$ cat src/rtl/detect_window_sequencer_pkg.sv
// Shared state encoding and datapath widths for the detect window sequencer
// and the accumulator/comparator stages around it.
package detect_window_sequencer_pkg;

   localparam int SAMPLE_W = 8;
   localparam int THRES_W  = 12;
   localparam int ACC_W    = 30;

   typedef enum logic [2:0] {
      ST_IDLE     = 3'd0,
      ST_ACCUM    = 3'd1,
      ST_CLOSE    = 3'd2,
      ST_WAIT_ACC = 3'd3,
      ST_COMPARE  = 3'd4,
      ST_REPORT   = 3'd5
   } state_t;

endpackage

$ cat src/rtl/detect_window_sequencer_if.sv
// Bundle of sample, accumulator, comparator and status signals around the
// sequencer; slave is the sequencer view, master the surrounding environment.
interface detect_window_sequencer_if;
   import detect_window_sequencer_pkg::*;

   logic                start;
   logic [THRES_W-1:0]  thres_in;
   logic                in_valid;
   logic                in_ready;
   logic [SAMPLE_W-1:0] s_real, s_imag, n_real, n_imag;
   logic [SAMPLE_W-1:0] sig_real, sig_imag, noi_real, noi_imag;
   logic                acc_ready, acc_done;
   logic                sig_standby, noi_standby;
   logic                sig_complete, noi_complete;
   logic [THRES_W-1:0]  comp_thres;
   logic                comp_ready, comp_out, comp_done;
   logic                busy, detect, timeout, result_valid;

   modport slave (
      input  start, thres_in, in_valid, s_real, s_imag, n_real, n_imag,
             sig_standby, noi_standby, sig_complete, noi_complete,
             comp_out, comp_done,
      output in_ready, sig_real, sig_imag, noi_real, noi_imag,
             acc_ready, acc_done, comp_thres, comp_ready,
             busy, detect, timeout, result_valid
   );

   modport master (
      output start, thres_in, in_valid, s_real, s_imag, n_real, n_imag,
             sig_standby, noi_standby, sig_complete, noi_complete,
             comp_out, comp_done,
      input  in_ready, sig_real, sig_imag, noi_real, noi_imag,
             acc_ready, acc_done, comp_thres, comp_ready,
             busy, detect, timeout, result_valid
   );

endinterface

$ cat src/rtl/detect_window_sequencer_handshake_timer.sv
// Saturating wait counter shared by the downstream handshake states; expired
// fires on the cycle the count sits at TIMEOUT_CYC-1 while enabled.
module handshake_timer #(
   parameter int TIMEOUT_CYC = 1024
) (
   input  logic clk,
   input  logic rst,
   input  logic i_clr,
   input  logic i_en,
   output logic o_expired
);

   localparam int            CW    = (TIMEOUT_CYC > 1) ? $clog2(TIMEOUT_CYC) : 1;
   localparam logic [CW-1:0] LIMIT = CW'(TIMEOUT_CYC - 1);

   logic [CW-1:0] r_wait_cnt;
   logic          w_at_limit;

   assign w_at_limit = (r_wait_cnt == LIMIT);
   assign o_expired  = i_en && w_at_limit;

   // NOTE: clocked state uses non-blocking assignments so every register
   // samples pre-edge values regardless of process ordering.
   always_ff @(posedge clk) begin
      if (rst || i_clr) begin
         r_wait_cnt <= '0;
      end else if (i_en && !w_at_limit) begin
         r_wait_cnt <= r_wait_cnt + CW'(1);
      end
   end

endmodule

$ cat src/rtl/detect_window_sequencer.sv
// Forwards one window of paired IQ samples into the signal/noise accumulators,
// then sequences accumulator completion and the comparator into a detect result.
module detect_window_sequencer
   import detect_window_sequencer_pkg::*;
#(
   parameter int WINDOW_LEN  = 256,
   parameter int CNT_W       = 12,
   parameter int TIMEOUT_CYC = 1024
) (
   input  logic                          clk,
   input  logic                          rst,
   detect_window_sequencer_if.slave      bus
);

   localparam logic [CNT_W-1:0] LAST_IDX = CNT_W'(WINDOW_LEN - 1);
   localparam logic [CNT_W-1:0] FULL_CNT = CNT_W'(WINDOW_LEN);

   state_t              r_state, w_next_state;
   logic [CNT_W-1:0]    r_sample_cnt;
   logic [SAMPLE_W-1:0] r_sig_real, r_sig_imag, r_noi_real, r_noi_imag;
   logic [THRES_W-1:0]  r_comp_thres;
   logic                r_acc_ready, r_acc_done, r_comp_ready;
   logic                r_busy, r_detect, r_timeout, r_result_valid;
   logic                r_sig_seen, r_noi_seen;
   logic                w_in_ready, w_xfer, w_both_seen, w_abort;
   logic                w_tmr_clr, w_tmr_en, w_expired;

   assign w_in_ready  = (r_state == ST_ACCUM) && bus.sig_standby && bus.noi_standby;
   assign w_xfer      = w_in_ready && bus.in_valid;
   assign w_both_seen = (r_sig_seen || bus.sig_complete) && (r_noi_seen || bus.noi_complete);
   assign w_tmr_en    = (r_state == ST_WAIT_ACC) || (r_state == ST_COMPARE);
   assign w_tmr_clr   = (w_next_state != r_state);
   assign w_abort     = w_expired &&
                        (((r_state == ST_WAIT_ACC) && !w_both_seen) ||
                         ((r_state == ST_COMPARE)  && !bus.comp_done));

   handshake_timer #(
      .TIMEOUT_CYC (TIMEOUT_CYC)
   ) u_timer (
      .clk       (clk),
      .rst       (rst),
      .i_clr     (w_tmr_clr),
      .i_en      (w_tmr_en),
      .o_expired (w_expired)
   );

   // NOTE: next state is defaulted before the case so no path leaves it
   // unassigned, which would otherwise infer a latch.
   always_comb begin
      w_next_state = r_state;
      case (r_state)
         ST_IDLE:     if (bus.start) w_next_state = ST_ACCUM;
         ST_ACCUM:    if (w_xfer && (r_sample_cnt == LAST_IDX)) w_next_state = ST_CLOSE;
         ST_CLOSE:    w_next_state = ST_WAIT_ACC;
         ST_WAIT_ACC: if (w_both_seen) w_next_state = ST_COMPARE;
                      else if (w_abort) w_next_state = ST_REPORT;
         ST_COMPARE:  if (bus.comp_done || w_abort) w_next_state = ST_REPORT;
         ST_REPORT:   w_next_state = ST_IDLE;
         default:     w_next_state = ST_IDLE;
      endcase
   end

   always_ff @(posedge clk) begin
      if (rst) begin
         r_state        <= ST_IDLE;
         r_sample_cnt   <= '0;
         r_sig_real     <= '0;
         r_sig_imag     <= '0;
         r_noi_real     <= '0;
         r_noi_imag     <= '0;
         r_comp_thres   <= '0;
         r_acc_ready    <= 1'b0;
         r_acc_done     <= 1'b0;
         r_comp_ready   <= 1'b0;
         r_busy         <= 1'b0;
         r_detect       <= 1'b0;
         r_timeout      <= 1'b0;
         r_result_valid <= 1'b0;
         r_sig_seen     <= 1'b0;
         r_noi_seen     <= 1'b0;
      end else begin
         r_state        <= w_next_state;
         r_acc_ready    <= w_xfer;
         // acc_done lags CLOSE by a cycle so it never overlaps the last acc_ready
         r_acc_done     <= (r_state == ST_CLOSE);
         r_comp_ready   <= (w_next_state == ST_COMPARE);
         r_busy         <= (w_next_state != ST_IDLE);
         r_result_valid <= (w_next_state == ST_REPORT);

         if ((r_state == ST_IDLE) && bus.start) begin
            r_comp_thres <= bus.thres_in;
            r_sample_cnt <= '0;
            r_timeout    <= 1'b0;
         end

         if (w_xfer) begin
            r_sig_real <= bus.s_real;
            r_sig_imag <= bus.s_imag;
            r_noi_real <= bus.n_real;
            r_noi_imag <= bus.n_imag;
            if (r_sample_cnt != FULL_CNT) r_sample_cnt <= r_sample_cnt + CNT_W'(1);
         end

         if (r_state == ST_CLOSE) begin
            r_sig_seen <= 1'b0;
            r_noi_seen <= 1'b0;
         end else if (r_state == ST_WAIT_ACC) begin
            if (bus.sig_complete) r_sig_seen <= 1'b1;
            if (bus.noi_complete) r_noi_seen <= 1'b1;
         end

         if ((r_state == ST_COMPARE) && bus.comp_done) r_detect <= bus.comp_out;
         if (w_abort) r_timeout <= 1'b1;
      end
   end

   assign bus.in_ready     = w_in_ready;
   assign bus.sig_real     = r_sig_real;
   assign bus.sig_imag     = r_sig_imag;
   assign bus.noi_real     = r_noi_real;
   assign bus.noi_imag     = r_noi_imag;
   assign bus.acc_ready    = r_acc_ready;
   assign bus.acc_done     = r_acc_done;
   assign bus.comp_thres   = r_comp_thres;
   assign bus.comp_ready   = r_comp_ready;
   assign bus.busy         = r_busy;
   assign bus.detect       = r_detect;
   assign bus.timeout      = r_timeout;
   assign bus.result_valid = r_result_valid;

endmodule

$ cat src/flat_wrapper.sv
// flat-port wrapper written by rule: the top's interface ports become plain ports
module detect_window_sequencer_flat import detect_window_sequencer_pkg::*;
#(
   parameter int WINDOW_LEN  = 256,
   parameter int CNT_W       = 12,
   parameter int TIMEOUT_CYC = 1024
)
  (clk, rst, bus_start, bus_thres_in, bus_in_valid, bus_s_real, bus_s_imag, bus_n_real, bus_n_imag, bus_sig_standby, bus_noi_standby, bus_sig_complete, bus_noi_complete, bus_comp_out, bus_comp_done, bus_in_ready, bus_sig_real, bus_sig_imag, bus_noi_real, bus_noi_imag, bus_acc_ready, bus_acc_done, bus_comp_thres, bus_comp_ready, bus_busy, bus_detect, bus_timeout, bus_result_valid);
  detect_window_sequencer_if bus_i ();
  input  logic clk;
  input  logic rst;
  input wire logic [$bits(bus_i.start)-1:0] bus_start;
  input wire logic [$bits(bus_i.thres_in)-1:0] bus_thres_in;
  input wire logic [$bits(bus_i.in_valid)-1:0] bus_in_valid;
  input wire logic [$bits(bus_i.s_real)-1:0] bus_s_real;
  input wire logic [$bits(bus_i.s_imag)-1:0] bus_s_imag;
  input wire logic [$bits(bus_i.n_real)-1:0] bus_n_real;
  input wire logic [$bits(bus_i.n_imag)-1:0] bus_n_imag;
  input wire logic [$bits(bus_i.sig_standby)-1:0] bus_sig_standby;
  input wire logic [$bits(bus_i.noi_standby)-1:0] bus_noi_standby;
  input wire logic [$bits(bus_i.sig_complete)-1:0] bus_sig_complete;
  input wire logic [$bits(bus_i.noi_complete)-1:0] bus_noi_complete;
  input wire logic [$bits(bus_i.comp_out)-1:0] bus_comp_out;
  input wire logic [$bits(bus_i.comp_done)-1:0] bus_comp_done;
  output wire logic [$bits(bus_i.in_ready)-1:0] bus_in_ready;
  output wire logic [$bits(bus_i.sig_real)-1:0] bus_sig_real;
  output wire logic [$bits(bus_i.sig_imag)-1:0] bus_sig_imag;
  output wire logic [$bits(bus_i.noi_real)-1:0] bus_noi_real;
  output wire logic [$bits(bus_i.noi_imag)-1:0] bus_noi_imag;
  output wire logic [$bits(bus_i.acc_ready)-1:0] bus_acc_ready;
  output wire logic [$bits(bus_i.acc_done)-1:0] bus_acc_done;
  output wire logic [$bits(bus_i.comp_thres)-1:0] bus_comp_thres;
  output wire logic [$bits(bus_i.comp_ready)-1:0] bus_comp_ready;
  output wire logic [$bits(bus_i.busy)-1:0] bus_busy;
  output wire logic [$bits(bus_i.detect)-1:0] bus_detect;
  output wire logic [$bits(bus_i.timeout)-1:0] bus_timeout;
  output wire logic [$bits(bus_i.result_valid)-1:0] bus_result_valid;
  assign bus_i.start = bus_start;
  assign bus_i.thres_in = bus_thres_in;
  assign bus_i.in_valid = bus_in_valid;
  assign bus_i.s_real = bus_s_real;
  assign bus_i.s_imag = bus_s_imag;
  assign bus_i.n_real = bus_n_real;
  assign bus_i.n_imag = bus_n_imag;
  assign bus_i.sig_standby = bus_sig_standby;
  assign bus_i.noi_standby = bus_noi_standby;
  assign bus_i.sig_complete = bus_sig_complete;
  assign bus_i.noi_complete = bus_noi_complete;
  assign bus_i.comp_out = bus_comp_out;
  assign bus_i.comp_done = bus_comp_done;
  assign bus_in_ready = bus_i.in_ready;
  assign bus_sig_real = bus_i.sig_real;
  assign bus_sig_imag = bus_i.sig_imag;
  assign bus_noi_real = bus_i.noi_real;
  assign bus_noi_imag = bus_i.noi_imag;
  assign bus_acc_ready = bus_i.acc_ready;
  assign bus_acc_done = bus_i.acc_done;
  assign bus_comp_thres = bus_i.comp_thres;
  assign bus_comp_ready = bus_i.comp_ready;
  assign bus_busy = bus_i.busy;
  assign bus_detect = bus_i.detect;
  assign bus_timeout = bus_i.timeout;
  assign bus_result_valid = bus_i.result_valid;
  detect_window_sequencer #(.WINDOW_LEN(WINDOW_LEN), .CNT_W(CNT_W), .TIMEOUT_CYC(TIMEOUT_CYC)) u_core (.clk(clk), .rst(rst), .bus(bus_i));
endmodule
$ cat config.mk
export PLATFORM = sky130hd
export DESIGN_NAME = detect_window_sequencer_flat
export DESIGN_NICKNAME = d
export VERILOG_FILES = /design/src/rtl/detect_window_sequencer_pkg.sv /design/src/rtl/detect_window_sequencer_if.sv /design/src/rtl/detect_window_sequencer_handshake_timer.sv /design/src/rtl/detect_window_sequencer.sv /design/src/flat_wrapper.sv
export SDC_FILE = /design/constraint.sdc
export NUM_CORES = 1
export LEC_CHECK = 0
export ABC_AREA = 1
export BUFFER_PORTS_ARGS = -buffer_cell sky130_fd_sc_hd__buf_2
export CORE_ASPECT_RATIO = 0.75
export CORE_MARGIN = 2
export CORE_UTILIZATION = 43
export DETAILED_ROUTE_END_ITERATION = 12
export PLACE_DENSITY = 0.76
export SLEW_MARGIN = 20
export SYNTH_ARGS = -nofsm -noshare
export SYNTH_HDL_FRONTEND = slang
export SYNTH_SLANG_ARGS = --single-unit
$ cat constraint.sdc
create_clock -name clk -period 2.6 [get_ports clk]
set_clock_uncertainty 0.2 [all_clocks]
set_input_delay 0.52 -clock clk [delete_from_list [all_inputs] [get_ports clk]]
set_output_delay 0.52 -clock clk [all_outputs]
set_load 0.1 [all_outputs]
==> results.json, run 1 <==
{
  "gp_congestion": 0.839,
  "r2r-end": "u_core.u_timer.r_wait_cnt[4]",
  "irDropWorstVdd_mv": 0.409,
  "final_antenna_net_count": 0,
  "globalRouteTotalUtil_pct": 20.9,
  "drcViolationCount": 0,
  "cts_setup_buffers": 0,
  "synth_fa_ha_area_share_pct": 1.14,
  "seq_power_share_pct": 45.0,
  "ctsResizeCount": 0,
  "ys_ff_latch": 78,
  "synth-xor-area-share_pct": 3.46,
  "setup-tns-final_ns": 0,
  "synth_top_family_by_area": "simple AND/OR/NAND/NOR gates",
  "comb_power_share_pct": 15.4,
  "cts_sinks": 78,
  "drive_gt1_share_pct": 25.2,
  "cp-startpoint": "u_core.r_state[0]",
  "hp-class": "in -> reg",
  "first_iter_violations": 178,
  "grt_overflow": 0,
  "antenna_found_initial": 0,
  "postCtsHoldBufs": 0,
  "dieArea_mm2": 0.00838,
  "crit_type": "reg -> out",
  "p_leak_nw": 2.00,
  "ios": 106,
  "drv_cap": 0,
  "path_clk_slew_ns": 0.08,
  "cp.required_ns": 1.88,
  "synth_compound_area_share_pct": 11.5,
  "num_antenna_cells": 0,
  "crit_end": "bus_in_ready",
  "portBuffers": 105,
  "worst_setup_path_start_kind": "flip-flop",
  "min_from": "bus_n_real[5]",
  "synthArstFlopShare_pct": 0,
  "cts_max_level": 3,
  "status": "completed",
  "muxShareOfSynthArea_pct": 0,
  "initial_core_util_pct": 44.7,
  "viasPerCell": 4.84,
  "rr_worst_depth": 9,
  "tightest_slew_ns": 0.507,
  "rr_startpoint": "u_core.u_timer.r_wait_cnt[0]",
  "switching_share_pct": 29.4,
  "syn_area_mm2": 0.00329,
  "rsz0062_at_grt": "false",
  "via_count": 3219,
  "cellInternalPower_w": 0.00195,
  "clock_latency_ns": 0.34,
  "synth-simple-area-share_pct": 29.4,
  "max_freq_mhz": 436,
  "grt_first_pass_wirelength_um": 14000,
  "post-route-period-util_pct": 88.2,
  "slew_headroom_pct": 66.0,
  "final_hold_viol_count": 0,
  "final-setup-viol-count": 0,
  "die_x_um": 105,
  "core-area_mm2": 0.00736,
  "nNetsFinal": 616,
  "rrSetupSlack_ns": 0.67,
  "cts-root-buf": "clkbuf_8",
  "power_frac_clock_pct": 39.6,
  "power.switching_w": 0.000814,
  "critPathArrivalTime_ns": 1.57,
  "synth_ff_type": "dfxtp_1",
  "final_max_slew_viol_count": 0,
  "powerDensity_mw_per_mm2": 665,
  "period_needed_ns": 2.29,
  "wl_per_cell_um": 12.0,
  "fin_ws_ns": 0.308,
  "ys_types": 28,
  "ys_seq_area_share_pct": 47.4,
  "fp.dieH_um": 79.8,
  "wirelength_um": 7970,
  "first_pass_iters": 4,
  "clk_path_buf_depth": 2,
  "syn_nets": 511,
  "numCtsBuffers": 9,
  "yosysWarnings": 0,
  "cp-end-kind": "output port",
  "grt_start_max_net_pins": 38,
  "dp_hpwl_um": 5680,
  "cp_max_fo": 5,
  "syn_area_per_cell_um2": 7.25,
  "grt_pass1_vias": 3057,
  "synth-edff-count": 0,
  "synthCells": 454,
  "place_ws_ns": 0.533,
  "cts_tree": "built",
  "area_delta_synth_final_pct": 26.3,
  "rows": 27
}
[metal layers]
metal  vias to the layer above  global-route usage (%)  part of all wire (%)
met5                         -                       0                     0
met3                         4                    8.08                   9.8
met1                      1447                    26.1                    45
li1                       1649                       -                     -
met2                       119                    34.0                    44
met4                         0                    5.20                  0.39
[layout by cell type, fill, tap and decap left out, types with 4 or more instances in the layout]
| master | instances |
|---|---|
| dfxtp_1 | 78 |
| xor2_1 | 12 |
| buf_4 | 6 |
| nand2_2 | 4 |
| buf_2 | 105 |
| o21ai_0 | 57 |
| nand2_1 | 57 |
| clkbuf_8 | 9 |
| nor2_1 | 125 |
| inv_1 | 39 |
| nand3_1 | 20 |
| nor3_1 | 9 |
| a21oi_1 | 14 |
[how the worst min path moves through the flow]
stage	endpoint	slack [ns]	cells past startpoint
after floorplan	u_core.r_noi_seen	0.23	2
after global placement	u_core.r_noi_seen	0.24	2
after detailed placement	u_core.r_sig_seen	0.25	2
after CTS	u_core.bus.noi_real[5]	0.17	3
after global routing	u_core.bus.noi_real[5]	0.18	3
final	u_core.bus.noi_real[5]	0.19	3
[critical path: stages, from the launching register on]
cell,delay (ns)
dfxtp_1,0.41
inv_2,0.09
nor2_2,0.12
nand3_2,0.10
inv_1,0.08
buf_2,0.42
[power groups by stage]
| stage | sequential (W) | combinational, W | clock (W) |
|---|---|---|---|
| final | 0.00124 | 0.000426 | 0.00110 |
| after global routing | 0.00125 | 0.000454 | 0.00119 |
| after CTS | 0.00124 | 0.000427 | 0.00113 |
| after floorplan | 0.00150 | 0.0000976 | 0 |
| after detailed placement | 0.00127 | 0.000427 | 0 |
| after global placement | 0.00127 | 0.000423 | 0 |
[cell type report]
cell class                 count  area (µm²)
tap                          101         126
multi-input combinational    317        1500
clock inverter                 7         123
clock buffer                   9         124
fill                         719        3210
inverter                      42         158
sequential                    78        1560
timing repair buffer         111         571
[flip-flops by register name, summed over array words and instances (netlist names)]
name and flops:
u_core.bus.detect 1, u_core.bus.comp_ready 1, u_core.r_sig_seen 1, u_core.bus.acc_done 1
u_core.bus.result_valid 1, u_core.bus.sig_imag 8, u_core.bus.acc_ready 1, u_core.bus.timeout 1
u_core.bus.noi_real 8, u_core.r_noi_seen 1, u_core.r_state 3, u_core.bus.noi_imag 8
u_core.bus.comp_thres 12, u_core.u_timer.r_wait_cnt 10, u_core.bus.sig_real 8, u_core.r_sample_cnt 12
u_core.bus.busy 1
[cell usage after synthesis, drive strengths merged (2+ instances only)]
cell	count	area share, %
a21oi	14	2.1
buf	7	1.2
clkbuf	10	1.1
dfxtp	78	47
ha	3	1.1
inv	41	4.7
nand2	61	7.3
nand3	24	4.5
nand4	2	0.38
nor2	128	15
nor3	10	1.9
o211ai	2	0.46
o21ai	57	8.7
xor2	12	3.2
[through the flow]
step / total power (W) / instance area [µm²] / std cells / hold slack, ns / utilization (%)
2_1_floorplan: 0.00160 / 3290 / 454 / 0.232 / -
3_3_place_gp: 0.00169 / 3910 / 649 / 0.241 / 53.1
3_5_place_dp: 0.00170 / 3910 / 649 / 0.253 / 53.1
4_1_cts: 0.00280 / 4160 / 665 / 0.173 / 56.5
5_1_grt: 0.00289 / 4160 / 665 / 0.179 / 56.5
6_report: 0.00277 / 4160 / 665 / 0.191 / 56.5
[cell families after synthesis]
kind of cell	Yosys count
DFF	78
AOI/OAI and AO/OA	74
xor gates and xnor gates	13
adders and majority gates	3
buffers and inverters	59
and+or+nand+nor	227
Power figures use the tool's default switching activity.
==> run 2, diff against run 1 <==
--- a/config.mk
+++ b/config.mk
@@ -15,4 +15,5 @@
 export SLEW_MARGIN = 20
 export SYNTH_ARGS = -nofsm -noshare
 export SYNTH_HDL_FRONTEND = slang
+export SYNTH_HIERARCHICAL = 1
 export SYNTH_SLANG_ARGS = --single-unit
==> run 2 against run 1 <==
Net effect: non-clock buffer count increased by 1; utilization decreased by 1.2 points; via count up 2.2%; register-to-register slack lost 0.46 ns; synthesized cell count up 5.3%; sequential cell count did not move; final area is 3.3% higher; clock-buffer cell count unchanged; total power fell by 2.0%; cell count grew 5.0%; largest power group unchanged.
==> results.json, run 2 <==
{
  "syn_area_mm2": 0.00340,
  "crit_slowest_cell": "dfxtp_1",
  "path_cells": "ha_1, nand2_1, inv_1, nand2_1, nor4_2, o31ai_1, nand2_1, nor2_1, nand2_2, nand2_1, nand2_1, nor2_4, nand2_1, nor2_1",
  "tightest_slew_ns": 0.501,
  "die_x_um": 107,
  "path_clk_slew_ns": 0.09,
  "power.total_w": 0.00271,
  "grt_first_pass_wirelength_um": 12900,
  "final_common_cell": "nand2_1",
  "cts-root-buf": "clkbuf_8",
  "synth_top_area_share_pct": 45.9,
  "rr_startpoint": "u_core/u_timer/r_wait_cnt[0]",
  "gp_congestion": 0.896,
  "ios": 106,
  "yosysMostFrequentCell": "nand2_1",
  "antenna_found_initial": 0,
  "fp.dieH_um": 81.0,
  "final_hold_viol_count": 0,
  "core-area_mm2": 0.00778,
  "drive_gt1_share_pct": 26.5,
  "status": "completed",
  "clock_latency_ns": 0.34,
  "rows": 28,
  "hp-class": "in -> reg",
  "viasPerCell": 4.71,
  "rrSetupSlack_ns": 0.21,
  "period_needed_ns": 2.39,
  "synth_top_area_cell": "dfxtp_1",
  "grt_start_max_net_pins": 35,
  "cp-startpoint": "u_core/u_timer/r_wait_cnt[0]",
  "cpLargestDelayFamily": "simple AND/OR/NAND/NOR gates",
  "wl_per_cell_um": 11.2,
  "cts_sinks": 78,
  "initial_core_util_pct": 43.8,
  "slew_headroom_pct": 66.9,
  "powerDensity_mw_per_mm2": 631,
  "p_leak_nw": 2.16,
  "synthArstFlopShare_pct": 0,
  "num_antenna_cells": 0,
  "numCtsBuffers": 9,
  "critPathMaxStageDelay_ns": 0.34,
  "drcViolationCount": 0,
  "ys_ff_latch": 78,
  "first_pass_iters": 5,
  "place_ws_ns": 0.140,
  "portBuffers": 105,
  "max_freq_mhz": 419,
  "syn_nets": 535,
  "ys_seq_area_share_pct": 45.9,
  "cp_max_fo": 5,
  "irDropWorstVdd_mv": 0.330,
  "final_max_slew_viol_count": 0,
  "area_delta_synth_final_pct": 26.3,
  "critPathArrivalTime_ns": 2.47,
  "synth_ff_type": "dfxtp_1",
  "grt_pass1_vias": 3074,
  "wirelength_um": 7810,
  "path_common_cell": "nand2_1",
  "cp-end-kind": "flip-flop",
  "first_iter_violations": 202,
  "ys_types": 33,
  "rsz0062_at_grt": "true",
  "mostFrequentLayoutCells": "nand2_1, buf_2, dfxtp_1, nor2_1, inv_1",
  "dp_hpwl_um": 5640,
  "post-route-period-util_pct": 91.9,
  "cts_setup_buffers": 0,
  "cp.required_ns": 2.68,
  "yosys-top-cells-area": "dfxtp_1, nand2_1, nor2_1",
  "clk_path_buf_depth": 2,
  "via_count": 3290,
  "min_from": "bus_n_imag[3]",
  "dieArea_mm2": 0.00865,
  "setup-tns-final_ns": 0,
  "syn_area_per_cell_um2": 7.12,
  "cts_tree": "built",
  "drv_cap": 0,
  "globalRouteTotalUtil_pct": 18.4,
  "final_antenna_net_count": 0,
  "synthCells": 478,
  "crit_buf_inv": 1,
  "worst_setup_path_start_kind": "flip-flop",
  "fin_ws_ns": 0.211,
  "cts_max_level": 3,
  "synth-edff-count": 0,
  "crit_type": "reg -> reg",
  "nNetsFinal": 645,
  "final-setup-viol-count": 0,
  "synthTopCellsByCount": "nand2_1, dfxtp_1, nor2_1",
  "yosysWarnings": 6,
  "grt_overflow": 0
}
run 2: cell families (layout without fill, tap and decap cells):
family	after synthesis	in the layout	share of synthesized area (%)
buffers and inverters	54	168	6.84
flip-flops	78	78	45.9
AND/OR/NAND/NOR	295	296	38.7
AO/OA/AOI/OAI	46	46	6.99
XOR/XNOR	2	2	0.515
adder cells (fa/ha/maj)	3	3	1.10
run 2: metrics by stage:
| stage | area (µm²) | util, % | hold WS [ns] | std cells |
|---|---|---|---|---|
| 4_1_cts | 4280 | 55.0 | 0.133 | 697 |
| 2_1_floorplan | 3400 | - | 0.233 | 478 |
| 3_3_place_gp | 4030 | 51.8 | 0.223 | 681 |
| 5_1_grt | 4300 | 55.3 | 0.138 | 698 |
| 6_report | 4300 | 55.3 | 0.157 | 698 |
| 3_5_place_dp | 4030 | 51.8 | 0.229 | 681 |
run 2: power breakdown:
part / switching (W) / leakage (nW) / internal (W)
clock network: 0.000453 / 0.124 / 0.000643
logic: 0.000299 / 1.40 / 0.0000795
registers: 0.0000145 / 0.632 / 0.00122
total: 0.000767 / 2.16 / 0.00194
run 2: layout make-up:
cell class	count	area, µm²
Sequential cell	78	1560
Multi-Input combinational cell	347	1630
Tap cell	105	131
Clock buffer	9	124
Inverter	40	150
Clock inverter	7	121
Timing Repair Buffer	112	578
Fill cell	742	3480
run 2: repair_timing:
item	in CTS	in global routing
setup endpoints to repair	0	10
hold buffers	0	0
resized for setup	0	3
run 2: worst register-to-register path, stage by stage, from the launching register on:
cell and delay (ns):
dfxtp_1 0.34, ha_1 0.21, nand2_1 0.15, inv_1 0.10
nand2_1 0.12, nor4_2 0.07, o31ai_1 0.22, nand2_1 0.08
nor2_1 0.17, nand2_2 0.10, nand2_1 0.08, nand2_1 0.14
nor2_4 0.19, nand2_1 0.08, nor2_1 0.09
run 2: routing by layer:
| layer | vias to the layer above | track usage, % | share of wire [%] |
|---|---|---|---|
| met5 | - | 0 | 0 |
| met4 | 0 | 5.84 | 0.13 |
| met3 | 2 | 6.42 | 5.1 |
| met2 | 84 | 30.8 | 47 |
| met1 | 1490 | 22.5 | 48 |
| li1 | 1714 | - | - |
run 2: worst paths after layout:
path / endpoint / cells past startpoint
hold reg to reg: u_core/bus.sig_real[4] / 2
hold / removal: u_core/bus.noi_imag[3] / 3
setup reg to reg: u_core/u_timer/r_wait_cnt[0] / 14
setup / recovery: u_core/u_timer/r_wait_cnt[0] / 14
